[config.mk]
export PLATFORM = sky130hd
export DESIGN_NAME = nmi_irq_ctrl
export DESIGN_NICKNAME = d
export VERILOG_FILES = /design/src/rtl/nmi_irq_ctrl_pkg.sv /design/src/rtl/nmi_irq_src.sv /design/src/rtl/nmi_irq_ctrl.sv
export SDC_FILE = /design/constraint.sdc
export NUM_CORES = 1
export LEC_CHECK = 0
export ABC_CLOCK_PERIOD_IN_PS = 2900
export CORE_MARGIN = 5
export CORE_UTILIZATION = 35
export DETAILED_ROUTE_END_ITERATION = 8
export HOLD_SLACK_MARGIN = 0.12
export SLEW_MARGIN = 10
export SYNTH_ARGS = -nofsm -noshare
export SYNTH_HDL_FRONTEND = slang
export SYNTH_HIERARCHICAL = 1
export SYNTH_SLANG_ARGS = --single-unit
[constraint.sdc]
create_clock -name clk_i -period 2.9 [get_ports clk_i]
set_clock_uncertainty 0.05 [all_clocks]
set_input_delay 0.29 -clock clk_i [delete_from_list [all_inputs] [get_ports clk_i]]
set_output_delay 0.29 -clock clk_i [all_outputs]
set_load 0.01 [all_outputs]
[src/rtl/nmi_irq_ctrl_pkg.sv]
// Shared definitions for the native-memory-interface interrupt controller:
// register map, address width, source mode and bus handshake state encodings.
package nmi_irq_ctrl_pkg;

  localparam int unsigned IRQ_ADDR_W = 8;

  localparam logic [IRQ_ADDR_W-1:0] IRQ_ENABLE   = 8'h00;
  localparam logic [IRQ_ADDR_W-1:0] IRQ_MODE     = 8'h04;
  localparam logic [IRQ_ADDR_W-1:0] IRQ_POLARITY = 8'h08;
  localparam logic [IRQ_ADDR_W-1:0] IRQ_PENDING  = 8'h0C;
  localparam logic [IRQ_ADDR_W-1:0] IRQ_SWSET    = 8'h10;
  localparam logic [IRQ_ADDR_W-1:0] IRQ_STATUS   = 8'h14;
  localparam logic [IRQ_ADDR_W-1:0] IRQ_CLAIM    = 8'h18;

  typedef enum logic {
    LEVEL = 1'b0,
    EDGE  = 1'b1
  } irq_mode_e;

  typedef enum logic {
    BUS_IDLE = 1'b0,
    BUS_ACK  = 1'b1
  } bus_state_e;

  // Expand the four byte strobes into a 32-bit bit mask.
  function automatic logic [31:0] strb_mask(input logic [3:0] strb);
    return {{8{strb[3]}}, {8{strb[2]}}, {8{strb[1]}}, {8{strb[0]}}};
  endfunction

endpackage

[src/rtl/nmi_irq_src.sv]
// One interrupt source: input synchroniser, polarity, edge detect and the
// pending flop (sticky in edge mode, reloaded every cycle in level mode).
module nmi_irq_src
  import nmi_irq_ctrl_pkg::*;
#(
  parameter int unsigned SYNC_STAGES = 2
) (
  input  logic      clk,
  input  logic      rst_n,
  input  logic      pin,
  input  irq_mode_e mode,
  input  logic      pol,
  input  logic      swset,
  input  logic      w1c,
  output logic      pending
);

  logic [SYNC_STAGES-1:0] sync_q;
  logic                   s;
  logic                   s_prev_q;
  logic                   edge_det;
  logic                   pending_d;

  always_ff @(posedge clk or negedge rst_n) begin
    if (!rst_n) begin
      sync_q <= '0;
    end else begin
      sync_q <= {sync_q[SYNC_STAGES-2:0], pin};
    end
  end

  assign s        = sync_q[SYNC_STAGES-1] ^ pol;
  assign edge_det = s & ~s_prev_q;

  // Set (edge or software) takes priority over a same-cycle clear.
  always_comb begin
    pending_d = pending;
    if (mode == EDGE) begin
      pending_d = edge_det | swset | (pending & ~w1c);
    end else begin
      pending_d = s | swset;
    end
  end

  always_ff @(posedge clk or negedge rst_n) begin
    if (!rst_n) begin
      s_prev_q <= 1'b0;
      pending  <= 1'b0;
    end else begin
      s_prev_q <= s;
      pending  <= pending_d;
    end
  end

endmodule

[src/rtl/nmi_irq_ctrl.sv]
// Programmable interrupt controller behind a native-memory-interface slave:
// per-source enable/mode/polarity registers, pending collection and CLAIM.
module nmi_irq_ctrl
  import nmi_irq_ctrl_pkg::*;
#(
  parameter int unsigned NUM_IRQ     = 32,
  parameter int unsigned SYNC_STAGES = 2
) (
  input  logic                  clk_i,
  input  logic                  rst_n_i,
  input  logic [NUM_IRQ-1:0]    irq_src_i,
  input  logic                  mem_valid_i,
  input  logic [IRQ_ADDR_W-1:0] mem_addr_i,
  input  logic [31:0]           mem_wdata_i,
  input  logic [3:0]            mem_wstrb_i,
  output logic [31:0]           mem_rdata_o,
  output logic                  mem_ready_o,
  output logic [31:0]           irq_o,
  output logic                  irq_any_o
);

  logic [NUM_IRQ-1:0] enable_q;
  logic [NUM_IRQ-1:0] mode_q;
  logic [NUM_IRQ-1:0] pol_q;
  logic [NUM_IRQ-1:0] pending;
  logic [NUM_IRQ-1:0] swset;
  logic [NUM_IRQ-1:0] w1c;

  bus_state_e  state_q;
  bus_state_e  state_d;
  logic        access;
  logic        is_write;
  logic [5:0]  word;
  logic [31:0] bmask;
  logic [31:0] wbits;
  logic [31:0] rdata_d;
  logic        unused_addr_lsb;

  logic [31:0] en_ext;
  logic [31:0] mode_ext;
  logic [31:0] pol_ext;
  logic [31:0] pend_ext;
  logic [31:0] status_ext;
  logic [31:0] claim;

  assign word            = mem_addr_i[IRQ_ADDR_W-1:2];
  assign unused_addr_lsb = ^mem_addr_i[1:0];
  assign access          = (state_q == BUS_IDLE) && mem_valid_i;
  assign is_write        = access && (mem_wstrb_i != 4'h0);
  assign bmask           = strb_mask(mem_wstrb_i);
  assign wbits           = mem_wdata_i & bmask;

  always_comb begin
    state_d = state_q;
    case (state_q)
      BUS_IDLE: if (mem_valid_i) state_d = BUS_ACK;
      BUS_ACK:  state_d = BUS_IDLE;
      default:  state_d = BUS_IDLE;
    endcase
  end

  always_comb begin
    swset = '0;
    w1c   = '0;
    if (is_write && word == IRQ_SWSET[IRQ_ADDR_W-1:2]) swset = wbits[NUM_IRQ-1:0];
    if (is_write && word == IRQ_PENDING[IRQ_ADDR_W-1:2]) w1c = wbits[NUM_IRQ-1:0];
  end

  always_ff @(posedge clk_i or negedge rst_n_i) begin
    if (!rst_n_i) begin
      enable_q <= '0;
      mode_q   <= '0;
      pol_q    <= '0;
    end else if (is_write) begin
      if (word == IRQ_ENABLE[IRQ_ADDR_W-1:2])
        enable_q <= (enable_q & ~bmask[NUM_IRQ-1:0]) | wbits[NUM_IRQ-1:0];
      if (word == IRQ_MODE[IRQ_ADDR_W-1:2])
        mode_q <= (mode_q & ~bmask[NUM_IRQ-1:0]) | wbits[NUM_IRQ-1:0];
      if (word == IRQ_POLARITY[IRQ_ADDR_W-1:2])
        pol_q <= (pol_q & ~bmask[NUM_IRQ-1:0]) | wbits[NUM_IRQ-1:0];
    end
  end

  for (genvar g = 0; g < NUM_IRQ; g++) begin : g_src
    nmi_irq_src #(
      .SYNC_STAGES(SYNC_STAGES)
    ) u_src (
      .clk     (clk_i),
      .rst_n   (rst_n_i),
      .pin     (irq_src_i[g]),
      .mode    (irq_mode_e'(mode_q[g])),
      .pol     (pol_q[g]),
      .swset   (swset[g]),
      .w1c     (w1c[g]),
      .pending (pending[g])
    );
  end

  always_comb begin
    en_ext   = '0;
    mode_ext = '0;
    pol_ext  = '0;
    pend_ext = '0;
    en_ext[NUM_IRQ-1:0]   = enable_q;
    mode_ext[NUM_IRQ-1:0] = mode_q;
    pol_ext[NUM_IRQ-1:0]  = pol_q;
    pend_ext[NUM_IRQ-1:0] = pending;
  end

  assign status_ext = pend_ext & en_ext;
  assign irq_o      = status_ext;
  assign irq_any_o  = |status_ext;

  // Scan from the top so the lowest set bit is the last assignment.
  always_comb begin
    claim = '0;
    for (int unsigned i = 0; i < 32; i++) begin
      if (status_ext[5'(31 - i)]) claim = 32 - i;
    end
  end

  always_comb begin
    rdata_d = '0;
    case (word)
      IRQ_ENABLE[IRQ_ADDR_W-1:2]:   rdata_d = en_ext;
      IRQ_MODE[IRQ_ADDR_W-1:2]:     rdata_d = mode_ext;
      IRQ_POLARITY[IRQ_ADDR_W-1:2]: rdata_d = pol_ext;
      IRQ_PENDING[IRQ_ADDR_W-1:2]:  rdata_d = pend_ext;
      IRQ_STATUS[IRQ_ADDR_W-1:2]:   rdata_d = status_ext;
      IRQ_CLAIM[IRQ_ADDR_W-1:2]:    rdata_d = claim;
      default:                      rdata_d = '0;
    endcase
  end

  always_ff @(posedge clk_i or negedge rst_n_i) begin
    if (!rst_n_i) begin
      state_q     <= BUS_IDLE;
      mem_ready_o <= 1'b0;
      mem_rdata_o <= '0;
    end else begin
      state_q     <= state_d;
      mem_ready_o <= access;
      mem_rdata_o <= access ? rdata_d : '0;
    end
  end

endmodule

Word level (Yosys, flattened, before mapping)
Cells that the tools add are included.
{"block": "totals", "reg_bits": 258, "inputBits": 79}
{"block": "classes", "eq_ne": 6, "bitwise_logic": 266, "n_reduce_logical": 10, "n_mux": 70}
{"op": "32-bit two-way mux", "n": 32}
{"op": "32-bit one-hot mux with 6 select lines", "n": 1}
{"op": "32-bit bitwise AND", "n": 5}
{"op": "1-bit bitwise OR", "n": 96}
{"op": "32-bit bitwise OR", "n": 3}
{"op": "1-bit inverter", "n": 65}
{"op": "1-bit bitwise AND", "n": 64}
{"op": "1-bit two-way mux", "n": 33}
{"op": "32-bit inverter", "n": 1}
{"op": "32-bit OR reduction", "n": 1}
{"op": "1-bit XOR", "n": 32}
{"op": "6-bit by 3-bit == test with 1-bit output, second input constant", "n": 3}
{"op": "6-bit two-way mux", "n": 3}
{"op": "6-bit by 2-bit == test with 1-bit output, second input constant", "n": 2}
{"op": "6-bit by 1-bit == test with 1-bit output, second input constant", "n": 1}
{"op": "6-bit zero test", "n": 1}
{"op": "2-bit AND reduction", "n": 3}
{"op": "1-bit logical AND", "n": 4}
{"op": "4-bit nonzero test", "n": 1}
{"op": "1-bit one-hot mux with 2 select lines", "n": 1}

Logic depth before layout (Yosys ltp)
Gate-level depths: netlist of run 1.
{"block": "depth", "depth_word": 35, "ltp_mapped": 8, "ltp_nobuf": 7}

Hierarchy
The synthesis of run 1 kept the hierarchy.
{"module": "nmi_irq_ctrl", "area_each_um2": 6836.6, "seq_area_each_um2": 3228.1, "n_inst": 1, "cells_per_inst": 651}
{"module": "nmi_irq_src", "area_each_um2": 128.9, "seq_area_each_um2": 100.1, "n_inst": 32, "cells_per_inst": 8}

Least setup slack after synthesis of run 1
Ideal clock, no wire load.
{"block": "synth_timing", "kind": "in2reg", "start": "input mem_addr_i[5]", "end": "register g_src[2].u_src.pending", "cell_stages": 7, "arrival_time_ps": 2177, "setup_slack_ps": 547, "n_path_buf": 1, "cell_sequence": "or4_4 -> or3_1 -> nor2_1 -> clkbuf_1 -> and3_1 -> nor2b_1 -> a221o_1"}
{"block": "synth_via", "elab_chain_cells": 7, "word_cells_on_any_way": 12, "classes_between": "2 x eq/ne; 3 x mux; 5 x bitwise; 2 x reduce/logical"}
{"element": "start: declaration", "line_no": "nmi_irq_ctrl.sv:13", "rtl": "input logic [IRQ_ADDR_W-1:0] mem_addr_i,"}
{"element": "6-bit by 2-bit == test with 1-bit output", "line_no": "nmi_irq_ctrl.sv:66", "rtl": "if (is_write && word == IRQ_PENDING[IRQ_ADDR_W-1:2]) w1c = wbits[NUM_IRQ-1:0];"}
{"element": "1-bit logical AND", "line_no": "nmi_irq_ctrl.sv:66"}
{"element": "32-bit two-way mux", "line_no": "nmi_irq_ctrl.sv:66"}
{"element": "net w1c[2]", "line_no": "nmi_irq_ctrl.sv:27", "rtl": "logic [NUM_IRQ-1:0] w1c;"}
{"element": "1-bit inverter", "line_no": "nmi_irq_src.sv:39", "rtl": "pending_d = edge_det | swset | (pending & ~w1c);"}
{"element": "1-bit bitwise AND", "line_no": "nmi_irq_src.sv:39"}
{"element": "1-bit bitwise OR", "line_no": "nmi_irq_src.sv:39"}
{"element": "1-bit two-way mux", "line_no": "nmi_irq_src.sv:38", "rtl": "if (mode == EDGE) begin"}
{"element": "net g_src[2].u_src.pending_d", "line_no": "nmi_irq_src.sv:22", "rtl": "logic pending_d;"}
{"element": "end signal: assignment", "line_no": "nmi_irq_src.sv:51", "rtl": "pending <= pending_d;"}
{"element": "end: declaration", "line_no": "nmi_irq_src.sv:15", "rtl": "output logic pending"}
The timed path passes the listed nets, and every way through them passes these cells.
A chain may end at the register's enable or synchronous reset.

Worst setup path after layout of run 1
{"block": "layout_timing", "start": "register g_src[14].u_src.pending", "end": "output irq_any_o"}
{"block": "layout_via", "elab_chain_cells": 2}
{"element": "start: declaration", "line_no": "nmi_irq_src.sv:15"}
{"element": "start signal: assignment", "line_no": "nmi_irq_src.sv:51"}
{"element": "32-bit bitwise AND", "line_no": "nmi_irq_ctrl.sv:110", "rtl": "assign status_ext = pend_ext & en_ext;"}
{"element": "32-bit OR reduction", "line_no": "nmi_irq_ctrl.sv:112", "rtl": "assign irq_any_o = |status_ext;"}
{"element": "end: declaration", "line_no": "nmi_irq_ctrl.sv:19", "rtl": "output logic irq_any_o"}
No other way between the ends.

==> run metrics, run 1 <==
status=completed; final worst setup slack=0.359 ns; Worst Reg-to-Reg Cells=7; post-synth top area share=0.587; DR iter-0 viols=420; LEAKAGE=6.58 nW; Power Dens Cells=598 nW/µm²; Synth top cells by count=257 x dfrtp_1, 114 x nand2_1, 93 x mux2_2; Netlist Area Pre-Place=11000 µm²; cells after synthesis=907; Yosys Warn Count=6; vias in the first global route=8300; Peak supply drop=416 µV; critical path class=flip-flop to output pin; main combinational cell family by area after synthesis=multiplexers; Core ar.=30700 µm²; Slew HR=0.540; top_reg_cell synth=dfrtp_1; Vias=7841; initial antenna violation count=1; ANT nets after route=0; WL/cell=20.3 µm; compound-gate portion of the synthesized area=0.102; post-synthesis sequential area ratio=0.587; Die X=187 µm; chip height=187 µm; die area=35000 µm²; Required @ worst endpoint=2.56 ns; GR Util All Layers=0.174; flop2flop setup slack=0.53 ns; max-cap viol count=0; ys async rst share=1.00; Starting Density=0.356; Placement Setup Slack=-0.00714 ns; post-DP HPWL=21200 µm; clk sink count=257; EDFF count, synth=0; layout cell share with drive strength beyond 1=0.218; first-pass GRT wire length=48500 µm; non-filler instance count after layout=1509; CTS Buffer Depth=3; P&R area growth vs syn=29.8%; final setup fails=0; fin crit share=0.876; drt pass-1 iters=4; design area=14200 µm²; row cnt=64; vias per inst=5.20; filler instances=2854; CP Launch Type=flip-flop; Adder-Cell Fraction of Synth Area=0; XOR/XNOR Fraction of Synth Area=0.0256; largest net degree at the start of global routing=68; most frequent cell after synthesis=dfrtp_1; syn avg cell area=12.1 µm²; Crit. End Element=output pin; # port buffers=142; Hold Path Class=input port to flip-flop; final WL=30700 µm; CTS tree=yes; Reg-to-Reg End=g_src[22].u_src/pending$_DFF_PN0_; Synth area leader=dfrtp_1; largest cells by area after synthesis=dfrtp_1 59%, mux2_2 9.6%, nand2_1 3.9%; Post-Synth Simple-Gate Area=0.133; number of unique standard cell types used by synthesis=52; crit path capture=irq_any_o; total CTS buffers=28; placed cell count=1453; Ports=145; Synth Register Bits=257; worst hold path cell count=1; Diodes inserted=0; htree depth=1; total gr overflow=0; Hold Fails Final Rpt=0; CP Max Fanout=4; post-route minimum period=2.54 ns; clock root buffer master=clkbuf_16; Worst Tran Pin Value=0.672 ns; RSZ-0062 raised after global routing=no; final slew viol count=0; Arr. time, crit path=2.20 ns; origin of the critical flop-to-flop path=mem_ready_o$_DFF_PN0_; # nets final=1173; FMAX=394 MHz; post-synthesis mux area share=0.134; Placed Area=13200 µm²; Routability Congestion=0.818; Clock transition at path regs=0.06 ns; CP Launch Point=g_src[14].u_src/pending$_DFF_PN0_; worst skew pair latency=0.55 ns; drt drc=0; syn nets=986
cell type report:
class | count | area (µm²) | share of cell area
sequential | 257 | 6430 | 0.452
multi-input combinational | 594 | 4360 | 0.306
timing repair buffer | 194 | 1920 | 0.135
clock buffer | 44 | 872 | 0.0613
tap | 396 | 495 | 0.0348
clock inverter | 5 | 77.6 | 0.00545
inverter | 19 | 71.3 | 0.00501
logic make-up (layout without fill, tap and decap cells):
group,count (synthesis),in the layout
AOI/OAI and AO/OA,158,158
muxes,128,128
and+or+nand+nor,276,276
buffers and inverters,56,262
DFF,257,257
xor gates and xnor gates,32,32
critical path, stage by stage, from the launching register on:
cell,delay (ns)
dfrtp_1,0.41
a22oi_1,0.31
and3_1,0.26
nand4_1,0.17
nor3_1,0.20
nand2_1,0.12
dlymetal6s2s_1,0.20
worst min path at each step:
stage,from,end,slack [ns]
finish,irq_src_i[25],g_src[25].u_src/sync_q[0]$_DFF_PN0_,0.14
global route,irq_src_i[9],g_src[9].u_src/sync_q[0]$_DFF_PN0_,0.12
CTS,irq_src_i[2],g_src[2].u_src/sync_q[0]$_DFF_PN0_,0.12
detailed placement,rst_n_i,g_src[11].u_src/sync_q[0]$_DFF_PN0_,0.24
global placement,rst_n_i,g_src[11].u_src/sync_q[0]$_DFF_PN0_,0.24
floorplan,rst_n_i,async pin,-0.06
power by group:
| group | switching [mW] | total, mW | internal (mW) |
|---|---|---|---|
| logic | 0.435 | 0.874 | 0.440 |
| registers | 0.175 | 4.00 | 3.83 |
| clock network | 1.41 | 3.63 | 2.22 |
what timing repair did:
item,4_1_cts,5_1_grt
gates resized for setup,2,5
hold buffers,6,0
hold endpoints to repair,68,0
buffers inserted,1,0
endpoints found under the setup margin,1,1
pin swaps,1,2
layout by cell type (no fill, tap or decap), types with 3 or more instances in the layout:
cell type        instances
mux2i_1                 27
clkbuf_16               29
dlygate4sd3_1            6
buf_12                   7
mux4_2                   5
xor2_1                  32
nand2_2                  5
a22oi_1                 33
buf_4                   39
o22ai_1                  3
and2_1                  15
a21oi_1                 36
a311oi_1                 3
a221o_1                 32
mux2_2                  93
nand3_1                  6
clkdlybuf4s50_1        139
nor2_1                  10
clkbuf_1                 6
nor2_2                   6
and3_1                  33
nand2_1                113
a22o_1                   5
mux2_1                   3
o21ai_0                 30
inv_1                   18
nand2b_1                 4
nor3_1                   4
and3_2                  32
clkbuf_8                 9
nor2b_1                 32
dfrtp_1                257
stage by stage:
| stage | hold slack, ns | total power [mW] | utilization | setup TNS (ns) |
|---|---|---|---|---|
| floorplan | -0.0556 | 4.46 | - | 0 |
| global placement | 0.238 | 4.90 | 0.429 | 0 |
| global route | 0.123 | 8.88 | 0.463 | 0 |
| finish | 0.140 | 8.50 | 0.463 | 0 |
| detailed placement | 0.240 | 4.92 | 0.429 | -0.0181 |
| CTS | 0.121 | 8.61 | 0.462 | 0 |
per-layer routing:
metal / vias to the layer above / global-route usage / wire length [µm]
li1: 3636 / - / -
met2: 216 / 0.273 / 14000
met4: 2 / 0.0370 / 580
met1: 3940 / 0.253 / 14200
met5: - / 0 / 7
met3: 47 / 0.0334 / 1890
(Power assumes the default switching activity.)
==> inputs of run 2 (changes only) <==
- CTS_BUF_LIST: default -> sky130_fd_sc_hd__clkbuf_8
==> run 2 against run 1 <==
  * Non-clock buffer count rose by 16
  * Cell area rose by 0.97%
  * Worst hold slack got worse by 0.0011 ns
  * Setup slack improved by 0.026 ns
  * Via count rose by 2.0%
  * First-iteration DRC count rose by 9.8%
  * Utilization rose by 0.45 points
  * Die area did not move
==> run metrics, run 2 (synthesis results as in run 1) <==
status=completed; RSZ-0062 raised after global routing=no; crit-path cells=and2_0 > nor2_2 > nand4_1 > nor3_1 > nand2_1 > dlymetal6s2s_1; drt drc=0; Power Dens Cells=574 nW/µm²; final WL=30800 µm; P&R area growth vs syn=31.0%; Required @ worst endpoint=2.56 ns; first-pass GRT wire length=49000 µm; Starting Density=0.356; CP Launch Type=flip-flop; grt met3 use=0.0399; Ports=145; worst skew pair latency=0.56 ns; initial antenna violation count=1; met1 usage=0.250; # port buffers=142; total CTS buffers=44; Placed Area=13200 µm²; Routability Congestion=0.818; ANT nets after route=0; htree depth=2; GR Util All Layers=0.176; CP Max Fanout=5; fin crit share=0.867; CTS Buffer Depth=3; register area=6430 µm²; clock root buffer master=clkbuf_8; Core ar.=30700 µm²; layout cell share with drive strength beyond 1=0.230; chip height=187 µm; post-route minimum period=2.51 ns; Worst Tran Pin Value=0.696 ns; Worst Path Buf+Inv=1; LEAKAGE=6.72 nW; gr busiest metal=met2; Peak supply drop=312 µV; design area=14400 µm²; non-filler instance count after layout=1557; max incr delay on CP=0.39 ns; FMAX=398 MHz; Slew HR=0.524; met2 Resource Use GR=0.275; DR iter-0 viols=461; Diodes inserted=0; slowest stage cell, crit path=dfrtp_1; critical path class=flip-flop to output pin; Die X=187 µm; CP top delay family=simple AND/OR/NAND/NOR gates; total gr overflow=0; Vias=7999; Hold Path Class=input port to flip-flop; drt pass-1 iters=5; WL/cell=19.8 µm; filler instances=2869; die area=35000 µm²; max-cap viol count=0; row cnt=64; Hold Fails Final Rpt=0; CTS tree=yes; most frequent cells in the layout=257 x dfrtp_1, 139 x clkdlybuf4s50_1, 113 x nand2_1; Crit. End Element=output pin; clk sink count=257; Fin Hold WS=0.139 ns; commonest non-fill, non-tap cell in the layout=dfrtp_1; largest net degree at the start of global routing=68; final slew viol count=0; final setup fails=0; area of the multi-input gates=4360 µm²; # nets final=1205; Util after Layout=0.467; Clock transition at path regs=0.06 ns; placed cell count=1453; vias in the first global route=8575; Arr. time, crit path=2.17 ns; post-DP HPWL=21200 µm; vias per inst=5.14
run 2: cell types whose count changed in the layout (fill, tap and decap cells not counted):
cell	delta
inv_6	+1
dlygate4sd3_1	+16
clkbuf_8	+46
inv_1	+15
clkbuf_16	-29
a22oi_2	+1
a22oi_1	-1
clkinvlp_4	-1
clkbuf_1	-6
clkinv_2	+6
run 2: where the power goes:
part	internal, mW	switching [mW]
logic	0.454	0.436
clock network	1.89	1.46
registers	3.83	0.175
total	6.18	2.07
run 2: repair_timing:
action	in CTS	in global routing
buffers inserted	1	0
endpoints found under the setup margin	1	1
cloned	0	0
gates resized for setup	4	4
endpoints found under the hold margin	82	2
pin swaps	1	2
hold buffers	20	2
run 2: final cells by class:
type	count	area share
Clock buffer	55	0.0527
Clock inverter	26	0.0115
Inverter	19	0.00497
Multi-Input combinational cell	594	0.304
Sequential cell	257	0.448
Tap cell	396	0.0345
Timing Repair Buffer	210	0.145
run 2: metal layers:
metal | share of wire | routed length (µm)
met1 | 0.46 | 14000
met4 | 0.020 | 609
met5 | 0.00036 | 11
met3 | 0.066 | 2040
met2 | 0.46 | 14100
run 2: worst register-to-register path, cell delays in order (launching register included):
cell      delay, ns
dfrtp_1        0.39
and2_1         0.30
nor3_1         0.21
o21ai_0        0.28
a311oi_1       0.62
o211ai_1       0.19
a21oi_1        0.25
run 2: per-stage QoR:
step	TNS [ns]	worst slack (ns)	power [mW]
after floorplan	0	0.547	4.46
after global placement	0	0.0268	4.90
after detailed placement	-0.0181	-0.00714	4.92
after CTS	0	0.00396	8.36
after global routing	0	0.215	8.65
final	0	0.386	8.25
run 2: final timing paths:
path,depth (start not counted),endpoint,slack (ns),start
worst min register to register,0,g_src[30].u_src/sync_q[1]$_DFF_PN0_,0.28,g_src[30].u_src/sync_q[0]$_DFF_PN0_
min in group asynchronous,2,g_src[11].u_src/sync_q[0]$_DFF_PN0_,0.23,rst_n_i
max in group asynchronous,3,async pin,1.71,rst_n_i
worst min-delay path,1,g_src[27].u_src/sync_q[0]$_DFF_PN0_,0.14,irq_src_i[27]
worst max-delay path,6,irq_any_o,0.39,flip-flop
worst max register to register,6,mem_rdata_o[0]$_DFF_PN0_,0.51,flip-flop
